[src/rtl/mcu_arb_pkg.sv]
// Shared definitions for the MCU data-bus arbiter: FSM state encodings and master IDs.
package mcu_arb_pkg;

  typedef enum logic [1:0] {
    ARB_IDLE = 2'd0,
    ARB_OWN0 = 2'd1,
    ARB_OWN1 = 2'd2
  } arb_state_e;

  typedef enum logic {
    MASTER_0 = 1'b0,
    MASTER_1 = 1'b1
  } master_id_e;

  // Ownership state that corresponds to a given master.
  function automatic arb_state_e own_state(input master_id_e id);
    return (id == MASTER_0) ? ARB_OWN0 : ARB_OWN1;
  endfunction

endpackage : mcu_arb_pkg

[src/rtl/arb_hold_timer.sv]
// Saturating hold counter for the bus arbiter; flags when the current owner has used its
// last permitted cycle. Only instantiated when ARB_TIMEOUT_EN is defined.
module arb_hold_timer #(
  parameter int MaxHold = 16,
  parameter int CntBits = 5
) (
  input  logic clk,
  input  logic rst,
  input  logic active,
  output logic expired
);

  logic [CntBits-1:0] cnt_q;

  // NOTE: sequential state is updated with non-blocking assignments only, so every flop
  // samples values from before the edge regardless of block ordering.
  always_ff @(posedge clk or posedge rst) begin
    if (rst) begin
      cnt_q <= '0;
    end else if (!active) begin
      cnt_q <= '0;
    end else if (cnt_q != {CntBits{1'b1}}) begin
      cnt_q <= cnt_q + 1'b1;
    end
  end

  // The cycle in which cnt reaches MaxHold-1 is the owner's final granted cycle.
  assign expired = active && (cnt_q == CntBits'(MaxHold - 1));

endmodule : arb_hold_timer

[src/rtl/bus_arbiter_2.sv]
// Two-master round-robin arbiter driving Sel/Enable of the shared bus mux.
// Optional ownership timeout is enabled by defining ARB_TIMEOUT_EN.
module bus_arbiter_2
  import mcu_arb_pkg::*;
#(
  parameter int MaxHold = 16,
  parameter int CntBits = 5
) (
  input  logic Clock,
  input  logic Reset,
  input  logic Req_0,
  input  logic Req_1,
  input  logic Done,
  output logic Grant_0,
  output logic Grant_1,
  output logic Sel,
  output logic Enable
);

  arb_state_e state_q, state_d;
  master_id_e last_owner_q, last_owner_d;
  logic       sel_q, sel_d;
  logic       hold_expired;

  if (MaxHold < 1 || MaxHold > (2 ** CntBits) - 1) begin : g_bad_cfg
    $error("bus_arbiter_2: MaxHold must be in 1 .. 2**CntBits-1");
  end

`ifdef ARB_TIMEOUT_EN
  arb_hold_timer #(
    .MaxHold (MaxHold),
    .CntBits (CntBits)
  ) u_hold_timer (
    .clk     (Clock),
    .rst     (Reset),
    .active  (state_q != ARB_IDLE),
    .expired (hold_expired)
  );
`else
  assign hold_expired = 1'b0;
`endif

  // NOTE: every variable written here gets its default first, so no path can infer a latch.
  always_comb begin
    state_d      = state_q;
    last_owner_d = last_owner_q;
    sel_d        = sel_q;
    unique case (state_q)
      ARB_IDLE: begin
        if (Req_0 && Req_1) begin
          // Tie goes to whichever master did not own the bus most recently.
          state_d = (last_owner_q == MASTER_0) ? own_state(MASTER_1) : own_state(MASTER_0);
        end else if (Req_0) begin
          state_d = ARB_OWN0;
        end else if (Req_1) begin
          state_d = ARB_OWN1;
        end
        if (state_d == ARB_OWN0) sel_d = 1'b0;
        if (state_d == ARB_OWN1) sel_d = 1'b1;
      end
      ARB_OWN0: begin
        if (Done || !Req_0 || hold_expired) begin
          state_d      = ARB_IDLE;
          last_owner_d = MASTER_0;
        end
      end
      ARB_OWN1: begin
        if (Done || !Req_1 || hold_expired) begin
          state_d      = ARB_IDLE;
          last_owner_d = MASTER_1;
        end
      end
      default: state_d = ARB_IDLE;
    endcase
  end

  always_ff @(posedge Clock or posedge Reset) begin
    if (Reset) begin
      state_q      <= ARB_IDLE;
      last_owner_q <= MASTER_1;
      sel_q        <= 1'b0;
    end else begin
      state_q      <= state_d;
      last_owner_q <= last_owner_d;
      sel_q        <= sel_d;
    end
  end

  // Outputs decode flop state only; Req never reaches them combinationally.
  assign Grant_0 = (state_q == ARB_OWN0);
  assign Grant_1 = (state_q == ARB_OWN1);
  assign Sel     = sel_q;
  assign Enable  = Grant_0 | Grant_1;

endmodule : bus_arbiter_2

[config.mk]
export PLATFORM = sky130hd
export DESIGN_NAME = bus_arbiter_2
export DESIGN_NICKNAME = d
export VERILOG_FILES = /design/src/rtl/mcu_arb_pkg.sv /design/src/rtl/arb_hold_timer.sv /design/src/rtl/bus_arbiter_2.sv
export SDC_FILE = /design/constraint.sdc
export NUM_CORES = 1
export LEC_CHECK = 0
export BUFFER_PORTS_ARGS = -buffer_cell sky130_fd_sc_hd__buf_2
export CORE_AREA = 2 2 39 41
export CTS_CLUSTER_SIZE = 24
export DETAILED_ROUTE_END_ITERATION = 10
export DIE_AREA = 0 0 41 43
export MAX_ROUTING_LAYER = met4
export PLACE_DENSITY_LB_ADDON = 0.2
export SYNTH_ARGS = -nofsm -noshare
export SYNTH_HDL_FRONTEND = slang
export SYNTH_HIERARCHICAL = 1
export SYNTH_SLANG_ARGS = --single-unit
export TNS_END_PERCENT = 100
[constraint.sdc]
create_clock -name Clock -period 1.4 [get_ports Clock]
set_clock_uncertainty 0.05 [all_clocks]
set_input_delay 0.07 -clock Clock [delete_from_list [all_inputs] [get_ports Clock]]
set_output_delay 0.07 -clock Clock [all_outputs]
set_load 0.005 [all_outputs]
# Word level (Yosys, flattened, before mapping)
# Index checks and enable logic that the tools add are counted.
dict set report op_classes {
  bitwise 1
  n_eq_ne 6
  reduce_logical 11
  n_mux 13
}
# operator count
set ops {}
lappend ops {{2-to-1 mux 2 bit} 7}
lappend ops {{one-hot mux 2 bit (3 select lines)} 1}
lappend ops {{equality test 2 x 1 -> 1 bit (second input constant)} 2}
lappend ops {{equality test 2 bit (second input constant)} 2}
lappend ops {{2-to-1 mux 1 bit} 4}
lappend ops {{!= test 2 x 1 -> 1 bit (second input constant)} 2}
lappend ops {{AND reduction 2 bit} 2}
lappend ops {{nonzero test 2 bit} 2}
lappend ops {{AND reduction 3 bit} 1}
lappend ops {{logical NOT 1 bit} 2}
lappend ops {{logical NOT 2 bit} 1}
lappend ops {{logical OR 1 bit} 2}
lappend ops {{one-hot mux 1 bit (2 select lines)} 1}
lappend ops {{logical AND 1 bit} 1}
lappend ops {{OR 1 bit} 1}
dict set report word_totals {
  ff_bits 4
  output_inout_bits 4
  word_cells 34
}

# Depth between registers and ports, before layout
dict set report depth {
  ltp_word 7
  mapped_depth 5
  mapped_depth_nobuf 5
}

# Worst setup path after synthesis
# Ideal clock, no wire load.
dict set report synth_path {
  path_type {register -> register}
  startpoint {reg state_q[0]}
  endpoint {reg last_owner_q}
  n_path_buf 0
  t_arrival_ps 1223
  stages_incl_launch_ff 6
  slack_ps 43
  setup_ps 85
  synth_period_minus_slack_ps 1357
  t_required_ps 1265
  cell_sequence {dfrtp_1 inv_1 ha_1 a22oi_2 o21ai_2 mux2_1}
}
dict set report synth_between {
  elab_chain_len 3
  elab_cells_between_ends 7
  classes_between {eq/ne: 4; mux: 1; reduce/logical: 2}
}
# item line_no
set synth_rtl {}
lappend synth_rtl {{start, declared} bus_arbiter_2.sv:20} ;# arb_state_e state_q, state_d;
lappend synth_rtl {{start signal, assigned} bus_arbiter_2.sv:83} ;# state_q <= state_d;
lappend synth_rtl {{equality test 2 bit (*)} n/a}
lappend synth_rtl {{net Grant_1} bus_arbiter_2.sv:15} ;# output logic Grant_1,
lappend synth_rtl {{!= test 2 x 1 -> 1 bit (no line) / nonzero test 2 bit (equally long branches)} n/a}
lappend synth_rtl {{AND reduction 3 bit (no line)} n/a}
lappend synth_rtl {{end signal, assigned} bus_arbiter_2.sv:84} ;# last_owner_q <= last_owner_d;
lappend synth_rtl {{end, declared} bus_arbiter_2.sv:21} ;# master_id_e last_owner_q, last_owner_d;
# The timed path passes the listed nets; every way through them passes the cells marked *.
# A chain may end at the register's enable or synchronous reset.

# Worst setup path in the final report
dict set report layout_path {
  startpoint {reg state_q[1]}
  endpoint {reg last_owner_q}
}
dict set report layout_between {
  elab_chain_len 3
  elab_cells_between_ends 7
  classes_between {eq/ne: 4; mux: 1; reduce/logical: 2}
}
# item line_no
set layout_rtl {}
lappend layout_rtl {{equality test 2 bit / equality test 2 x 1 -> 1 bit (equally long branches)} bus_arbiter_2.sv:48} ;# unique case (state_q)
lappend layout_rtl {{!= test 2 x 1 -> 1 bit (no line) / nonzero test 2 bit (equally long branches)} n/a}
lappend layout_rtl {{AND reduction 3 bit (no line)} n/a}
# Several ways; a longest one is shown, not always the timed one.

==> implementation parameters <==
Parameter                              Value

Synthesis
  Post-Synthesis Cell Area ... slightly below 300 µm²
  Share of async-settable or async-resettable flops after synthesis ... 1.000
  Mapped Cells ... 30
  Mapped Avg Cell Area ... 9.759 µm²
  Syn nets ... 39
  Sequential element share of the synthesized area ... 0.3462
  Number of synthesized flops with an enable pin ... 0
  Yosys warning total ... 6
  Cell types with the highest counts after synthesis ... 5 x sky130_fd_sc_hd__inv_1, 4 x sky130_fd_sc_hd__ha_1, 3 x sky130_fd_sc_hd__dfrtp_1, 2 x sky130_fd_sc_hd__nor2_1, 2 x sky130_fd_sc_hd__o21ai_0
  Total of flip-flops plus latches after synthesis ... 4
  Prevailing post-synth register cell ... sky130_fd_sc_hd__dfrtp_1
  Cell type with the highest aggregate area in the netlist ... sky130_fd_sc_hd__dfrtp_1
  Synth top area cells ... sky130_fd_sc_hd__dfrtp_1 26%, sky130_fd_sc_hd__ha_1 17%, sky130_fd_sc_hd__dfstp_2 9.0%, sky130_fd_sc_hd__inv_1 6.4%, sky130_fd_sc_hd__a22oi_2 4.3%
  Cell with the most instances after synthesis ... sky130_fd_sc_hd__inv_1
  Synth cell types ... 19
  Synth top area share ... 0.2564

Floorplan
  Area inside the core boundary ... about 0.0014 mm²
  Number of placement rows ... 14
  Initial standard-cell utilization of the core ... 0.2116
  Die width ... slightly above 40 µm
  # IOs ... 9
  Die height ... about 43 µm
  Full die area ... roughly 0.0018 mm²

Final layout
  Final Util ... 0.3192
  Post-route standard cell area excluding fillers ... approximately 440 µm²
  Ant. Diodes ... 0
  Area added between synthesis and finish ... 50.85%
  Final net count ... 55
  Layout Cells excl Fill ... 61
  Proportion of layout cells with a drive suffix above 1 ... 0.5556

Global route
  Met2 track demand over resource in global routing ... 0.1531
  Routing usage on met3 ... 0.02094
  Total congestion overflow ... 0
  Most used routing layer in global routing ... met2
  Met1 demand-to-capacity share in global routing ... 0.08143
  First-pass GRT wire length ... 1.055 mm
  Via count of the first global-routing pass ... 292
  Pin count of the biggest net entering global routing ... 6
  Overall routing resource usage ... 0.09194
  Initial antenna violation count ... 0

Worst setup path
  Worst EP required ... 1.50 ns
  Register-to-Register Setup Slack ... between 0.01 and 0.015 ns
  Max FO, Critical Path ... 3
  Endpoint arrival time on the critical path ... 1.49 ns
  Kind of critical path ... reg -> reg
  Startpoint type of the worst setup path ... flip-flop
  Endpoint kind of the worst setup timing path ... flip-flop
  Startpoint of the worst register-to-register path ... state_q[1]
  Launch point of the worst path ... state_q[1]
  End of the worst register-to-register path ... last_owner_q
  Reg2reg path depth ... 5

STA
  Number of slew-limit violations in the final report ... 0
  Final Cycle Share ... 0.9926
  RSZ-0062 raised after global routing ... yes
  Least-Margin Pin Slew ... between 0.2 and 0.25 ns
  Final worst path period need ... 1.390 ns
  Final worst setup slack ... between 0.01 and 0.015 ns
  Setup violators final ... 0
  Rel. slew slack ... 0.8427
  Total count of hold-check failures in the final report ... 0
  Upper clock frequency limit ... between 700 and 800 MHz

Clock network
  Bufs on Longest Clock Path ... 2
  Clk_lat worst skew ... about 0.23 ns
  Clk slew on worst S/H paths ... 0.04 ns
  Root cell of the clock tree ... sky130_fd_sc_hd__clkbuf_4
  Number of buffers inserted during clock tree synthesis ... 3
  TritonCTS clock tree ... yes
  Sinks on Clock Net ... 4
  Maximum level of the CTS H-tree ... 1

Place
  Count of buffers inserted at the top-level ports ... 8
  Worst slack at placement ... -0.03526 ns
  Placed cell count ... 56
  Final HPWL DP ... roughly 520 µm
  Placed inst area ... around 370 µm²
  Final weighted congestion in routability-driven placement ... 0.6782

Worst hold path
  Origin of the worst min-delay path ... Done
  Worst hold path cell count ... 4
  Hold Path Class ... in -> reg
  Hold endpoint ... state_q[0]

Power and ir drop
  Post-layout total power ... between 0.8 and 0.9 mW
  Worst IR Drop VDD ... 616.9 µV
  Standby leakage power ... ~0.22 nW
  Power per cell area ... between 2000 and 2500 mW/mm²

Routing
  Via Count ... around 280
  Routed wirelength normalized by instance count ... between 10 and 15 µm
  Remaining DRCs ... 0
  Number of detailed-route iterations in the first pass ... 4
  Per-cell via count in the routed design ... roughly 4.6
  Antenna-violating nets left ... 0
  Number of DRC violations after detailed-routing iteration 0 ... 4
  Total routed wirelength ... between 700 and 800 µm

Run
  Number of maximum-capacitance constraint violations ... 0

Outcome
  Status ... completed
-- worst max-delay path, cell delays in order, from the launching register on --
cell                      delay, ns
sky130_fd_sc_hd__dfrtp_1       0.42
sky130_fd_sc_hd__inv_2         0.07
sky130_fd_sc_hd__ha_2          0.19
sky130_fd_sc_hd__a22oi_2       0.20
sky130_fd_sc_hd__o21ai_2       0.07
sky130_fd_sc_hd__mux2_1        0.30
-- stage by stage --
step / TNS (ns) / hold WS (ns)
after floorplan: 0 / -0.2146
after global placement: -0.09352 / -0.09679
after detailed placement: -0.05086 / -0.08920
after CTS: 0 / 0.1513
after global routing: -0.07189 / 0.2041
final: 0 / 0.1702
-- layout make-up --
class	instances	area (µm²)
clock buffers	4	26.28
fillers	150	942.2
inverters	5	18.77
multi-input cells	21	210.2
flip-flops and latches	4	101.3
well taps	16	20.02
repair buffers	11	65.06
-- worst max path at each step --
stage                     slack [ns]      endpoint
after global placement         -0.05    state_q[0]
final                           0.01  last_owner_q
after detailed placement       -0.04           Sel
after floorplan                 0.04  last_owner_q
after CTS                      0.002           Sel
after global routing           -0.03           Sel
-- kinds of logic (layout without fill, tap and decap cells) --
kind of cell    after synthesis  in the layout  synth area share
fa+ha+maj                     4              4            0.1709
compound gates               10             10            0.2778
mux                           1              1           0.03846
simple gates                  6              6            0.1026
flops                         4              4            0.3462
buf+inv                       5             20           0.06411
-- registers in the layout (all words and copies together), names as in the netlist --
| signal | cells |
|---|---|
| Sel | 1 |
| state_q | 2 |
| last_owner_q | 1 |
-- where the power goes --
| part | internal, mW | switching (mW) | leakage (nW) |
|---|---|---|---|
| combinational | 0.268 | 0.254 | 0.153 |
| sequential | 0.174 | 0.0413 | 0.0490 |
| clock | 0.107 | 0.0466 | 0.0150 |
-- placed cells by master (no fill, tap or decap), types with 2 or more instances in the layout --
cell / count
sky130_fd_sc_hd__buf_2: 8
sky130_fd_sc_hd__dfrtp_1: 3
sky130_fd_sc_hd__inv_1: 3
sky130_fd_sc_hd__clkbuf_4: 3
sky130_fd_sc_hd__nor2_1: 2
sky130_fd_sc_hd__inv_2: 2
sky130_fd_sc_hd__o21ai_2: 2
sky130_fd_sc_hd__ha_1: 2
sky130_fd_sc_hd__buf_4: 2
-- timing repair --
item                                    4_1_cts  5_1_grt
endpoints found under the setup margin        3        4
setup buffers                                 0        0
endpoints found under the hold margin         4        0
resized for setup                             4        7
hold buffers                                  1        0
pin swaps                                     1        3
-- layer usage --
metal | vias to the layer above | part of all wire | routed length (µm)
li1 | 139 | - | -
met1 | 133 | 0.34 | 236
met2 | 7 | 0.61 | 427
met3 | 0 | 0.054 | 38
met4 | 0 | 0 | 0
met5 | - | 0 | 0
(Power assumes the default switching activity.)
